File: src/rtl/alu_pkg.sv
// Shared definitions for the sequential MIPS ALU: opcode encodings,
// controller state encoding and a helper that classifies iterative ops.
package alu_pkg;

    localparam logic [3:0] ALU_ADD   = 4'd0;
    localparam logic [3:0] ALU_SUB   = 4'd1;
    localparam logic [3:0] ALU_AND   = 4'd2;
    localparam logic [3:0] ALU_OR    = 4'd3;
    localparam logic [3:0] ALU_SLL   = 4'd4;
    localparam logic [3:0] ALU_SRL   = 4'd5;
    localparam logic [3:0] ALU_SLT   = 4'd6;
    localparam logic [3:0] ALU_SLTU  = 4'd7;
    localparam logic [3:0] ALU_NOR   = 4'd8;
    localparam logic [3:0] ALU_MULTU = 4'd9;
    localparam logic [3:0] ALU_DIVU  = 4'd10;

    typedef enum logic [1:0] {
        IDLE = 2'd0,
        RUN  = 2'd1,
        FIN  = 2'd2
    } state_t;

    // Multiply and divide take the multi-cycle path; everything else
    // (including the illegal opcodes) finishes in a single cycle.
    function automatic logic is_iterative(input logic [3:0] op);
        return (op == ALU_MULTU) || (op == ALU_DIVU);
    endfunction

endpackage

File: src/rtl/seq_alu_muldiv.sv
// Iterative unsigned multiply/divide engine. One shift-add (multiply) or
// restoring shift-subtract (divide) step per cycle, WIDTH steps per op.
// The high word lives in acc_q, the low word in lo_q; hi_next/lo_next
// expose the result of the current step so the caller can capture the
// final values on the same edge that performs the last step.
module seq_alu_muldiv #(
    parameter int WIDTH = 32
) (
    input  logic             clk,
    input  logic             reset,
    input  logic             go,
    input  logic             div_mode,
    input  logic [WIDTH-1:0] op_a,
    input  logic [WIDTH-1:0] op_b,
    output logic             fin,
    output logic [WIDTH-1:0] hi_next,
    output logic [WIDTH-1:0] lo_next
);

    localparam int CW = $clog2(WIDTH) + 1;

    logic [WIDTH-1:0] b_q, b_d;
    logic [WIDTH-1:0] acc_q, acc_d;
    logic [WIDTH-1:0] lo_q, lo_d;
    logic [CW-1:0]    cnt_q, cnt_d;
    logic             mode_q, mode_d;

    logic [WIDTH:0]   sum;
    logic [WIDTH:0]   rem_sh;
    logic [WIDTH:0]   diff;
    logic [WIDTH-1:0] hi_step;
    logic [WIDTH-1:0] lo_step;

    // One datapath step: multiply shifts {acc,lo} right after a conditional
    // add; divide shifts {acc,lo} left and keeps the trial difference only
    // when it did not borrow. A zero divisor never borrows, which yields an
    // all-ones quotient and leaves the dividend as the remainder.
    always_comb begin
        sum     = {1'b0, acc_q} + {1'b0, b_q};
        rem_sh  = {acc_q, lo_q[WIDTH-1]};
        diff    = rem_sh - {1'b0, b_q};
        hi_step = acc_q;
        lo_step = lo_q;
        if (mode_q) begin
            if (!diff[WIDTH]) begin
                hi_step = diff[WIDTH-1:0];
                lo_step = {lo_q[WIDTH-2:0], 1'b1};
            end else begin
                hi_step = rem_sh[WIDTH-1:0];
                lo_step = {lo_q[WIDTH-2:0], 1'b0};
            end
        end else begin
            if (lo_q[0]) begin
                {hi_step, lo_step} = {sum, lo_q[WIDTH-1:1]};
            end else begin
                {hi_step, lo_step} = {1'b0, acc_q, lo_q[WIDTH-1:1]};
            end
        end
    end

    // Load operands on go, otherwise advance one step while the counter runs.
    always_comb begin
        b_d    = b_q;
        acc_d  = acc_q;
        lo_d   = lo_q;
        cnt_d  = cnt_q;
        mode_d = mode_q;
        if (go) begin
            b_d    = op_b;
            acc_d  = '0;
            lo_d   = op_a;
            cnt_d  = CW'(WIDTH);
            mode_d = div_mode;
        end else if (cnt_q != '0) begin
            acc_d = hi_step;
            lo_d  = lo_step;
            cnt_d = cnt_q - CW'(1);
        end
    end

    // Engine registers; reset clears the counter so an aborted op stops.
    always_ff @(posedge clk) begin
        if (reset) begin
            b_q    <= '0;
            acc_q  <= '0;
            lo_q   <= '0;
            cnt_q  <= '0;
            mode_q <= 1'b0;
        end else begin
            b_q    <= b_d;
            acc_q  <= acc_d;
            lo_q   <= lo_d;
            cnt_q  <= cnt_d;
            mode_q <= mode_d;
        end
    end

    assign fin     = (cnt_q == CW'(1));
    assign hi_next = hi_step;
    assign lo_next = lo_step;

endmodule

File: src/rtl/seq_alu.sv
// Handshaked MIPS ALU for the EX stage: single-cycle ops are computed
// combinationally and registered on acceptance, multu/divu are handed to
// the iterative engine. start/busy/done form the controller handshake.
module seq_alu
    import alu_pkg::*;
#(
    parameter int WIDTH = 32,
    parameter int SHW   = $clog2(WIDTH)
) (
    input  logic             clk,
    input  logic             reset,
    input  logic             start,
    input  logic [3:0]       aluop,
    input  logic [WIDTH-1:0] in1,
    input  logic [WIDTH-1:0] in2,
    output logic [WIDTH-1:0] out,
    output logic [WIDTH-1:0] hi,
    output logic             zeroflag,
    output logic             divzero,
    output logic             busy,
    output logic             done
);

    state_t           state_q, state_d;
    logic [WIDTH-1:0] out_q, out_d;
    logic [WIDTH-1:0] hi_q, hi_d;
    logic             zf_q, zf_d;
    logic             dz_q, dz_d;
    logic             zf_pend_q, zf_pend_d;
    logic             dz_pend_q, dz_pend_d;
    logic             busy_q, done_q;

    logic [WIDTH-1:0] sc_res;
    logic             go;
    logic             div_mode;
    logic             eng_fin;
    logic [WIDTH-1:0] eng_hi;
    logic [WIDTH-1:0] eng_lo;

    seq_alu_muldiv #(
        .WIDTH (WIDTH)
    ) u_muldiv (
        .clk      (clk),
        .reset    (reset),
        .go       (go),
        .div_mode (div_mode),
        .op_a     (in1),
        .op_b     (in2),
        .fin      (eng_fin),
        .hi_next  (eng_hi),
        .lo_next  (eng_lo)
    );

    // Single-cycle result; illegal opcodes and multu/divu produce zero here.
    always_comb begin
        sc_res = '0;
        case (aluop)
            ALU_ADD:  sc_res = in1 + in2;
            ALU_SUB:  sc_res = in1 - in2;
            ALU_AND:  sc_res = in1 & in2;
            ALU_OR:   sc_res = in1 | in2;
            ALU_SLL:  sc_res = in1 << in2[SHW-1:0];
            ALU_SRL:  sc_res = in1 >> in2[SHW-1:0];
            ALU_SLT:  sc_res = {{(WIDTH-1){1'b0}}, ($signed(in1) < $signed(in2))};
            ALU_SLTU: sc_res = {{(WIDTH-1){1'b0}}, (in1 < in2)};
            ALU_NOR:  sc_res = ~(in1 | in2);
            default:  sc_res = '0;
        endcase
    end

    // Controller next-state: accept in IDLE/FIN, wait for the engine in RUN.
    // Flags of an iterative op are parked until its result is published so
    // the visible outputs only ever change when entering FIN.
    always_comb begin
        state_d   = state_q;
        out_d     = out_q;
        hi_d      = hi_q;
        zf_d      = zf_q;
        dz_d      = dz_q;
        zf_pend_d = zf_pend_q;
        dz_pend_d = dz_pend_q;
        go        = 1'b0;
        div_mode  = (aluop == ALU_DIVU);
        case (state_q)
            RUN: begin
                if (eng_fin) begin
                    state_d = FIN;
                    out_d   = eng_lo;
                    hi_d    = eng_hi;
                    zf_d    = zf_pend_q;
                    dz_d    = dz_pend_q;
                end
            end
            default: begin
                if (start) begin
                    if (is_iterative(aluop)) begin
                        state_d   = RUN;
                        go        = 1'b1;
                        zf_pend_d = (in1 == in2);
                        dz_pend_d = (aluop == ALU_DIVU) && (in2 == '0);
                    end else begin
                        state_d = FIN;
                        out_d   = sc_res;
                        hi_d    = '0;
                        zf_d    = (in1 == in2);
                        dz_d    = 1'b0;
                    end
                end else begin
                    state_d = IDLE;
                end
            end
        endcase
    end

    // State and registered outputs; busy/done are decoded from the next state.
    always_ff @(posedge clk) begin
        if (reset) begin
            state_q   <= IDLE;
            out_q     <= '0;
            hi_q      <= '0;
            zf_q      <= 1'b0;
            dz_q      <= 1'b0;
            zf_pend_q <= 1'b0;
            dz_pend_q <= 1'b0;
            busy_q    <= 1'b0;
            done_q    <= 1'b0;
        end else begin
            state_q   <= state_d;
            out_q     <= out_d;
            hi_q      <= hi_d;
            zf_q      <= zf_d;
            dz_q      <= dz_d;
            zf_pend_q <= zf_pend_d;
            dz_pend_q <= dz_pend_d;
            busy_q    <= (state_d == RUN);
            done_q    <= (state_d == FIN);
        end
    end

    assign out      = out_q;
    assign hi       = hi_q;
    assign zeroflag = zf_q;
    assign divzero  = dz_q;
    assign busy     = busy_q;
    assign done     = done_q;

endmodule

File: config.mk
export PLATFORM = sky130hd
export DESIGN_NAME = seq_alu
export DESIGN_NICKNAME = d
export VERILOG_FILES = /design/src/rtl/alu_pkg.sv /design/src/rtl/seq_alu_muldiv.sv /design/src/rtl/seq_alu.sv
export SDC_FILE = /design/constraint.sdc
export NUM_CORES = 1
export LEC_CHECK = 0
export CAP_MARGIN = 25
export CORE_AREA = 4 4 201 223
export DETAILED_ROUTE_END_ITERATION = 6
export DIE_AREA = 0 0 205 227
export PLACE_DENSITY = 0.66
export SYNTH_ARGS = -nofsm -noshare
export SYNTH_HDL_FRONTEND = slang
export SYNTH_SLANG_ARGS = --single-unit
File: constraint.sdc
create_clock -name clk -period 5 [get_ports clk]
set_clock_uncertainty 0.15 [all_clocks]
set_input_delay 0.5 -clock clk [delete_from_list [all_inputs] [get_ports clk]]
set_output_delay 0.5 -clock clk [all_outputs]
set_load 0.03 [all_outputs]
; Word level (Yosys, flattened, before mapping)
; Index checks and enable logic that the tools add are counted.
[op_classes]
addsub = 5
order_cmp = 2
eq_ne = 17
n_shift = 2
n_mux = 34
bitwise_logic = 4
n_reduce_logical = 10
[ops]
columns = op, n
row1 = 2-to-1 mux 32 bit, 15
row2 = one-hot mux 32 bit (9 select lines), 1
row3 = less-than comparator 32 bit, 2
row4 = adder 32 x 32 -> 33 bit, 1
row5 = subtractor 33 x 32 -> 33 bit, 1
row6 = adder 32 bit, 1
row7 = AND 32 bit, 1
row8 = == test 32 bit, 1
row9 = logical NOT 32 bit, 1
row10 = NOT 32 bit, 1
row11 = bitwise OR 32 bit, 1
row12 = left shift 32 x 5 -> 32 bit, 1
row13 = right shift 32 x 5 -> 32 bit, 1
row14 = subtractor 32 bit, 1
row15 = == test 4 x 3 -> 1 bit (second input constant), 4
row16 = == test 4 bit (second input constant), 3
row17 = 2-to-1 mux 1 bit, 12
row18 = 2-to-1 mux 6 bit, 2
row19 = == test 4 x 2 -> 1 bit (second input constant), 2
row20 = 2-to-1 mux 2 bit, 4
row21 = == test 6 x 1 -> 1 bit (second input constant), 1
row22 = AND reduction 3 bit, 2
row23 = nonzero test 6 bit, 1
row24 = subtractor 6 x 1 -> 6 bit (second input constant), 1
row25 = other kinds (11), 13
[totals]
ff_bits = 175
input_bits = 71
output_inout_bits = 68

; Logic depth before layout (Yosys ltp)
[depth]
ltp_word = 6
mapped_depth = 16
ltp_nobuf = 14

; Modules after synthesis
; Synthesis repeated with hierarchy kept, for this count alone.
[hier_totals]
hier_cells = 2795
area_unflattened_um2 = 20782.4
[by_module_without_submodules]
columns = mod, instances, cells_per_inst, area_each_um2, seq_area_each_um2
row1 = seq_alu, 1, 1584, 11532.3, 1441.4
row2 = seq_alu_muldiv, 1, 1211, 9250.1, 2062.0

; Least setup slack after synthesis
; Ideal clock, no wire load.
[synth_path]
kind = input to register
startpoint = input port in2[2]
endpoint = register out_q[31] (netlist: out[31])
setup_time_ns = 0.074
arrival_ns = 3.999
slack_ns = 0.777
cell_stages = 15
path_buffers = 4
cell_sequence = clkbuf_1 inv_2 buf_1 buf_1 ha_1 buf_4 a21oi_1 a21oi_1 o2111ai_1 nand2_1 a31o_1 a221o_1 a311o_1 o311a_1 a31oi_1
[synth_between]
elab_chain_len = 5
elab_cells_between_ends = 8
[synth_lines]
columns = item, line_no
row1 = start: declaration, seq_alu.sv:15  ; input logic [WIDTH-1:0] in2,
row2 = subtractor 32 bit (tied with other cells), seq_alu.sv:59  ; ALU_SUB: sc_res = in1 - in2;
row3 = one-hot mux 32 bit (9 select lines) *, seq_alu.sv:57  ; case (aluop)
row4 = 2-to-1 mux 32 bit *, seq_alu.sv:96  ; if (is_iterative(aluop)) begin
row5 = 2-to-1 mux 32 bit *, seq_alu.sv:95  ; if (start) begin
row6 = 2-to-1 mux 32 bit *, seq_alu.sv:84  ; case (state_q)
row7 = end signal: assignment, seq_alu.sv:129  ; out_q <= out_d;
row8 = end: declaration, seq_alu.sv:25  ; logic [WIDTH-1:0] out_q, out_d;
; Mark *: on every way between the ends. The rest lies on a longest branch, timed or not. The select of a mux whose other input is x is not followed.
; A chain may end at the register's enable or synchronous reset.

; Final worst setup path
[layout_path]
startpoint = register u_muldiv.lo_q[31]
endpoint = register hi_q[8] (netlist: hi[8])
[layout_between]
elab_chain_len = 5
[layout_lines]
columns = item, line_no
row1 = start: declaration, seq_alu_muldiv.sv:24  ; logic [WIDTH-1:0] lo_q, lo_d;
row2 = start signal: assignment, seq_alu_muldiv.sv:92  ; lo_q <= lo_d;
row3 = subtractor 33 x 32 -> 33 bit, seq_alu_muldiv.sv:41  ; diff = rem_sh - {1'b0, b_q};
row4 = 2-to-1 mux 32 bit, seq_alu_muldiv.sv:45  ; if (!diff[WIDTH]) begin
row5 = 2-to-1 mux 32 bit, seq_alu_muldiv.sv:44  ; if (mode_q) begin
row6 = 2-to-1 mux 32 bit, seq_alu.sv:86  ; if (eng_fin) begin
row7 = 2-to-1 mux 32 bit, seq_alu.sv:84
row8 = end signal: assignment, seq_alu.sv:130  ; hi_q <= hi_d;
row9 = end: declaration, seq_alu.sv:26  ; logic [WIDTH-1:0] hi_q, hi_d;
; No other way between the ends. The select of a mux whose other input is x is not followed.

==> flow_metrics.env <==
export IMPL_maximum_net_fanout_on_the_critical_path=40
export IMPL_postSynthRegisterBits=175
export IMPL_totalPowerFinal_mw=8.81
export IMPL_n_fill_cell=4182
export IMPL_ys_warnings_count=0
export IMPL_run_status="finished, final reports clean"
export IMPL_period_minus_slack_ns=4.35
export IMPL_asyncSetResetFlopFracSynth_pct=0
export IMPL_port_buffers=138
export IMPL_required_ns=5.20
export IMPL_path_clk_slew_ns=0.07
export IMPL_hold_worst_slack_ns=0.297
export IMPL_num_nets_final=2846
export IMPL_netlist_area_leader_share_pct=18.5
export IMPL_post_synth_main_area_contributors="sky130_fd_sc_hd__dfxtp_1 18%, sky130_fd_sc_hd__ha_1 11%, sky130_fd_sc_hd__a21oi_1 7.0%"
export IMPL_post_route_util_pct=51.3
export IMPL_cp_start_kind="flop"
export IMPL_number_of_antenna_violations_at_the_first_check_in_global_routing=2
export IMPL_syn_cell_area_um2=19000
export IMPL_final_max_slew_violation_count=0
export IMPL_dieArea_um2=46500
export IMPL_setup_worst_path_end_class="flop"
export IMPL_initialDrtViolationCount=1980
export IMPL_globalplace_congestion=1.05
export IMPL_insertedDiodeCount=0
export IMPL_die_w_um=205
export IMPL_finish_cell_count_without_fillers=3186
export IMPL_postSynthCellCount=2535
export IMPL_total_number_of_vias=20700
export IMPL_multi_input_area_um2=14200
export IMPL_max_vdd_ir_drop_mv=0.690
export IMPL_place_ws_ns=0.471
export IMPL_io_pins=139
export IMPL_leakagePower_nw=8.61
export IMPL_wl_mm=84.7
export IMPL_final_seq_area_um2=3510
export IMPL_post_synth_num_cell_types=90
export IMPL_grt_setup_unrepaired="no"
export IMPL_grt_first_pass_wirelength_mm=125
export IMPL_clock_latency_ns=0.46
export IMPL_overflow_after_grt=0
export IMPL_drv_max_cap_violation_count=0
export IMPL_ctsRootBufferMaster="sky130_fd_sc_hd__clkbuf_16"
export IMPL_dp_cells=3156
export IMPL_synth_area_per_cell_um2=7.48
export IMPL_cts_tree="yes"
export IMPL_design_area_um2=21700
export IMPL_numCtsBuffers=17
export IMPL_floorplan_initialDensity_pct=44.9
export IMPL_number_of_enable_type_register_cells_in_the_synthesized_netlist=0
export IMPL_clock_sinks=175
export IMPL_syn_nets=2773
export IMPL_vias_in_the_first_global_route=19800
export IMPL_ctsResizeCount=0
export IMPL_p_per_area_nw_per_um2=407
export IMPL_post_cts_hold_buffer_count=0
export IMPL_worstMarginPinSlew_ns=1.00
export IMPL_timing_setup_tns_ns=0
export IMPL_timing_max_slew_rel_slack_pct=32.4
export IMPL_cts_htree_levels=4
export IMPL_count_of_nets_left_with_antenna_violations_after_detail_routing=0
export IMPL_post_cts_setup_buffers=0
export IMPL_drive_above_1_share_pct=8.86
export IMPL_dpl_hpwl_mm=66.2
export IMPL_synthFlopType="sky130_fd_sc_hd__dfxtp_1"
export IMPL_clock_tree_buffer_depth=2
export IMPL_postPlaceCellArea_um2=21000
export IMPL_hold_path_class="flop to flop"
export IMPL_grt_max_degree=81
export IMPL_setup_ws_ns=0.654
export IMPL_fp_coreArea_um2=42200
export IMPL_max_clock_freq_ghz=0.230
export IMPL_timing_critical_path_arrival_ns=4.54
export IMPL_final_period_utilization_pct=86.9
export IMPL_die_height_um=227
export IMPL_avgViaCountPerCell=6.50
export IMPL_final_hold_violation_count=0
export IMPL_seq_total_area_yosys_pct=18.5
export IMPL_core_rowCount=79
export IMPL_yosysTopAreaCell="sky130_fd_sc_hd__dfxtp_1"
export IMPL_setup_violations_final=0
export IMPL_drt_pass1_iter_count=6
export IMPL_criticalPathCategory="flop to flop"
export IMPL_detail_route_drc_violations=0
export IMPL_groute_usage_overall_pct=35.1
export IMPL_syn2layout_area_growth_pct=14.2
export IMPL_wire_per_inst_um=26.6
## power by group
group	switching (mW)	internal (mW)	total [mW]
Clock	0.604	0.888	1.49
Sequential	0.263	1.62	1.88
Combinational	3.32	2.11	5.43
Total	4.19	4.62	8.81
## worst max-delay path, cell delays in order (launching register included)
cell                       delay, ns
sky130_fd_sc_hd__dfxtp_1        0.33
sky130_fd_sc_hd__inv_1          0.24
sky130_fd_sc_hd__ha_1           0.23
sky130_fd_sc_hd__inv_1          0.06
sky130_fd_sc_hd__fa_1           0.44
sky130_fd_sc_hd__a211oi_2       0.25
sky130_fd_sc_hd__o211ai_1       0.21
sky130_fd_sc_hd__a211oi_2       0.47
sky130_fd_sc_hd__o211ai_2       0.24
sky130_fd_sc_hd__o221ai_2       0.28
sky130_fd_sc_hd__xor2_4         0.45
sky130_fd_sc_hd__buf_12         0.28
sky130_fd_sc_hd__mux2i_1        0.23
sky130_fd_sc_hd__a21oi_1        0.13
sky130_fd_sc_hd__a22o_1         0.23
## layer usage
layer / wire [um] / global-route usage [%] / vias to the layer above
met5: 0 / 0 / -
li1: - / - / 9469
met1: 33800 / 45.2 / 9876
met4: 5000 / 18.2 / 0
met2: 38200 / 56.2 / 1122
met3: 7740 / 7.01 / 236
## area by class of cell
class | instances | area share (%)
Timing Repair Buffer | 225 | 9.49
Tap cell | 567 | 3.28
Multi-Input combinational cell | 2043 | 65.6
Inverter | 146 | 2.53
Sequential cell | 175 | 16.2
Clock inverter | 9 | 0.716
Clock buffer | 21 | 2.22
## placed cells by master (no fill, tap or decap), drive strengths merged, types with 33 or more instances in the layout
master         instances
nand2                331
a21oi                267
o21ai                202
nor2                 191
dfxtp                175
ha                   163
inv                  146
clkdlybuf4s50        134
buf                   91
mux2i                 84
o211ai                69
xnor2                 59
mux4                  50
nor3                  50
a221oi                38
a21o                  37
a211oi                34
nand3                 33
## sequential cells by signal, indices dropped and copies added (netlist names)
| name | flops |
|---|---|
| u_muldiv.cnt_q | 6 |
| u_muldiv.b_q | 32 |
| done | 1 |
| zf_pend_q | 1 |
| zeroflag | 1 |
| u_muldiv.lo_q | 32 |
| state_q | 2 |
| dz_pend_q | 1 |
| out | 32 |
| hi | 32 |
| divzero | 1 |
| u_muldiv.mode_q | 1 |
| busy | 1 |
| u_muldiv.acc_q | 32 |
## logic make-up after synthesis
kind of cell | after synthesis | synth area share (%)
compound gates | 897 | 30.9
xor+xnor | 87 | 4.02
fa+ha+maj | 167 | 11.2
buf+inv | 317 | 6.99
flops | 175 | 18.5
mux | 141 | 10.8
simple gates | 751 | 17.6
## synth_stat cells, drive strengths merged (20+ instances only)
library cell / number
nand2: 331
a21oi: 267
o21ai: 202
nor2: 191
dfxtp: 175
ha: 163
inv: 145
clkbuf: 115
mux2i: 84
o211ai: 69
xnor2: 59
buf: 56
mux4: 50
nor3: 50
a221oi: 38
a21o: 37
a211oi: 34
nand3: 33
xor2: 28
nand2b: 25
a31oi: 23
a22o: 21
nor2b: 21
o21bai: 21
nor4: 20
## final timing paths
path	cells after the start	start	slack, ns	end
min reg2reg	2	hi[24]	0.30	hi[24]
min	2	hi[24]	0.30	hi[24]
max	14	u_muldiv.lo_q[31]	0.65	hi[8]
max reg2reg	14	u_muldiv.lo_q[31]	0.65	hi[8]
Note: power is estimated with default switching activity, not from simulation.
==> variant 1: new RTL, same flow settings <==
The 3 states of `state_t` get a one-hot encoding in 3 bits.
--- a/src/rtl/alu_pkg.sv
+++ b/src/rtl/alu_pkg.sv
@@ -15,8 +15,8 @@
     localparam logic [3:0] ALU_DIVU  = 4'd10;
 
-    typedef enum logic [1:0] {
-        IDLE = 2'd0,
-        RUN  = 2'd1,
-        FIN  = 2'd2
+    typedef enum logic [2:0] {
+        IDLE = 3'b001,
+        RUN  = 3'b010,
+        FIN  = 3'b100
     } state_t;
 
Formal check against the unedited RTL: same outputs for any inputs over 4 cycles, from zero or initial values and one cycle with reset high; so few cycles prove little.
==> variant 1 against the original RTL <==
  * The run now ends with DRC left
  * Count of clock-buffer cells in the layout decreased by 2
  * Sequential cell count increased by 1
  * Setup slack improved by 210 ps
  * Highest routed layer is now met5
  * Total power decreased by 4.7%
  * Area after synthesis increased by 1.6%
  * Routed wire length increased by 7.7%
  * Combinational power decreased by 4%
  * Design area increased by 1.2%
  * Via count increased by 5.2%
  * Die area unchanged
==> variant 1: results (changes against the original RTL) <==
Placement
  – GPL Wtd Cong: 1.076 (+2.8%)
  – DP HPWL: 71,280 µm (+7.7%)
  – Pre-CTS WS: 577.9 ps (+106.8 ps)
  – Placed Area: 21,370 µm² (+1.7%)
  – DP Cell Count: 3,237 (+2.6%)

Routing
  – Drt drc: 9 (+9)
  – Initial DRC Count: 2,326 (+17%)
  – Vias per cell: 6.658 (+2.5%)
  – Drt first pass iters: 7 (+1)

Cells and area
  – Data buffer area share: 9.430% (-0.058 points)
  – Buffers excl. clock: 229 (+1.8%)
  – Layout cells sized above 1: 8.065% (-0.79 points)
  – Clk_buf instances: 19 (-9.5%)
  – Fillers: 4,251 (+1.6%)
  – Fraction of area in multi-input gates: 66.25% (+0.68 points)

GRT
  – First-pass GRT wire length: 133,100 µm (+6.7%)
  – Largest net degree at the start of global routing: 65 (-20%)
  – Gr usage total: 37.98% (+2.8 points)
  – Vias in the first global route: 20,660 (+4.1%)

Worst hold path
  – Worst Hold End: hi[16]
  – Hold_sp: hi[16]

Power and ir drop
  – Switching power: 4.125 mW (-1.4%)

STA
  – Fin crit period: 4139 ps (-207.2 ps)
  – Worst-Margin Slew: 1067 ps (+63.70 ps)
  – Final hold slack: 300.0 ps (+2.895 ps)

Synth
  – Post-Synth Adder-Cell Area: 11.00% (-0.18 points)
  – Netlist cell types: 104 (+16%)
  – Post-synthesis sequential area ratio: 18.28% (-0.19 points)
  – Mux contribution to synthesized area: 8.473% (-2.3 points)
  – Syn nets: 2,857 (+3.0%)
  – Post-synthesis average cell area: 7.358 µm² (-1.6%)
  – Xor/xnor share of the synthesized area: 3.052% (-0.97 points)

Setup path
  – CP max-delay cell: buf_4
  – Max FO, Critical Path: 44 (+10%)
  – FF-to-FF End: hi[23]

Clock network
  – Clock sinks: 176 (+0.57%)
  – Post-CTS Setup Inserts: 0 (unchanged)

Outcome
  – Violations in the final reports: DRC
  – Status: complete, but fails checks
-- variant 1: cell types whose count changed after synthesis, moves of 13 or more --
cell	unedited run	this run
o221ai_1	13	33
o21ai_1	8	32
clkbuf_1	112	125
a21oi_1	264	290
a211oi_1	28	46
o21ai_0	194	140
a22o_1	21	40
nor2_1	191	223
mux4_2	50	29
xnor2_1	59	41
-- variant 1: power by group through the flow --
stage | Combinational (mW) | Clock [mW] | Sequential (mW)
2_1_floorplan | 3.83 | 0 | 1.82
3_3_place_gp | 5.03 | 0 | 1.88
3_5_place_dp | 5.07 | 0 | 1.88
4_1_cts | 5.10 | 1.32 | 1.85
5_1_grt | 5.65 | 1.37 | 1.88
6_report | 5.23 | 1.30 | 1.86
-- variant 1: metal layers --
metal	track usage [%]	part of all wire, %
met1	47.54	39
met2	61.08	44
met3	7.978	9.8
met4	21.40	7.1
met5	0	0.014
==> variant 2: new RTL, same flow settings <==
Without the edit above. `ALU_DIVU`: 4'd10 -> 4'd5.
--- a/src/rtl/alu_pkg.sv
+++ b/src/rtl/alu_pkg.sv
@@ -13,5 +13,5 @@
     localparam logic [3:0] ALU_NOR   = 4'd8;
     localparam logic [3:0] ALU_MULTU = 4'd9;
-    localparam logic [3:0] ALU_DIVU  = 4'd10;
+    localparam logic [3:0] ALU_DIVU  = 4'd5;
 
     typedef enum logic [1:0] {
Behaviour: not the same (Yosys sat finds a counterexample within 4 cycles, from zero or initial values and one cycle with reset high).
==> variant 2 against the original RTL <==
  * Sequential power decreased by 5%
  * Total power decreased by 6.2%
  * Design area increased by 4.0%
  * Setup slack got worse by 78 ps
  * Worst hold slack improved by 12 ps
  * Sequential cell count unchanged
  * Final cell count increased by 3.9%
  * Routed wire length increased by 7.9%
  * Via count increased by 6.2%
  * Die area unchanged
  * Register-to-register slack improved by 80 ps
  * Critical path depth decreased by 2
  * Area after synthesis increased by 3.3%
  * Highest routed layer unchanged
==> variant 2: results (changes against the original RTL) <==
Placement
  – DP HPWL: 70,220 µm (+6.1%)
  – Placed Area: 21,880 µm² (+4.1%)
  – GPL Wtd Cong: 1.006 (-4.0%)
  – Pre-CTS WS: 172.6 ps (-298.5 ps)
  – DP Cell Count: 3,278 (+3.9%)
  – # port buffers: 138 (unchanged)

Setup path
  – FF-to-FF End: u_muldiv.acc_q[7]
  – R2R Setup Slk: 730 ps (+80 ps)
  – Slowest stage delay, CP: 820 ps (+350 ps)
  – CP max-delay cell: a2111oi_1

Cells and area
  – Fillers: 4,149 (-0.79%)
  – Data buffer area share: 10.03% (+0.54 points)
  – Fraction of area in multi-input gates: 66.01% (+0.44 points)
  – Nets: 2,968 (+4.3%)
  – Clock buf/inv share: 2.866% (-0.075 points)
  – Sequential cell area share: 15.57% (-0.62 points)
  – Layout cells sized above 1: 9.880% (+1.0 points)
  – Buffers excl. clock: 253 (+12%)
  – Final instance area: 22,530 µm² (+4.0%)
  – Invs w/o clock: 142 (-2.7%)

Synth
  – Syn nets: 2,880 (+3.9%)
  – Post-Synth Adder-Cell Area: 10.82% (-0.35 points)
  – Synthesized instance count: 2,642 (+4.2%)
  – Most frequent cells after synthesis: nand2_1 (323), a21oi_1 (263), nor2_1 (254)
  – Netlist cell types: 93 (+3.3%)
  – Post-synthesis sequential area ratio: 17.89% (-0.58 points)
  – Compound-Gate Fraction of Synth Area: 31.72% (+0.79 points)
  – Post-Syn Area: 19,580 µm² (+3.3%)
  – Mux contribution to synthesized area: 11.10% (+0.31 points)
  – Xor/xnor share of the synthesized area: 3.086% (-0.93 points)

Routing
  – Drt wl/cell: 27.61 µm (+3.8%)
  – Drt first pass iters: 5 (-1)
  – Final WL: 91,390 µm (+7.9%)
  – DR WL met2: 42,340 µm (+11%)
  – Routed length on met1: 34,000 µm (+0.64%)
  – Met3 WL post-DR: 5876 µm (-24%)
  – Via count: 21,980 (+6.2%)
  – Initial DRC Count: 2,253 (+14%)

GRT
  – Vias in the first global route: 21,210 (+6.9%)
  – First-pass GRT wire length: 134,800 µm (+8.1%)
  – Antenna violations before repair: 0 (-2)
  – Met3 Use GR: 5.414% (-1.6 points)
  – Gr usage total: 38.25% (+3.1 points)
  – Largest net degree at the start of global routing: 75 (-7.4%)

Outcome
  – Status: finished clean

Power and ir drop
  – Switching power: 4.055 mW (-3.1%)
  – Worst vdd ir: 370.6 µV (-46%)

STA
  – Final hold slack: 309.0 ps (+11.91 ps)
  – Max_slew headroom: 27.87% (-4.5 points)

Clock network
  – CTS H-tree depth: 4 (unchanged)
  – Clk Latency, worst-skew pair: 500 ps (+40 ps)

Worst hold path
  – Worst Hold End: hi[26]
  – Hold_sp: hi[26]
==> variant 2: changes by cell type after synthesis, sizes merged, moves of 10 or more <==
| cell | change |
|---|---|
| nor2 | +64 |
| a2bb2oi | +11 |
| o22ai | +33 |
| a211oi | +18 |
| xnor2 | -10 |
| a31oi | +17 |
| clkbuf | +20 |
| o21ai | -46 |
| nor2b | +10 |
| o211ai | -14 |
==> variant 2: power by group through the flow <==
stage	registers (mW)	logic, mW	clock network [mW]
5_1_grt	1.81	5.30	1.59
4_1_cts	1.78	4.84	1.55
6_report	1.79	4.95	1.52
3_5_place_dp	1.81	4.80	0
2_1_floorplan	1.77	3.41	0
3_3_place_gp	1.81	4.78	0
==> variant 2: how the worst max path moves through the flow <==
stage	from	endpoint	slack (ps)	depth (start not counted)
after global routing	in2[5]	out[26]	420	14
after global placement	in1[2]	out[31]	260	12
after CTS	in1[2]	out[31]	680	12
final	in1[9]	out[31]	580	12
after detailed placement	in1[2]	out[31]	170	12
after floorplan	in2[2]	out[25]	1060	15
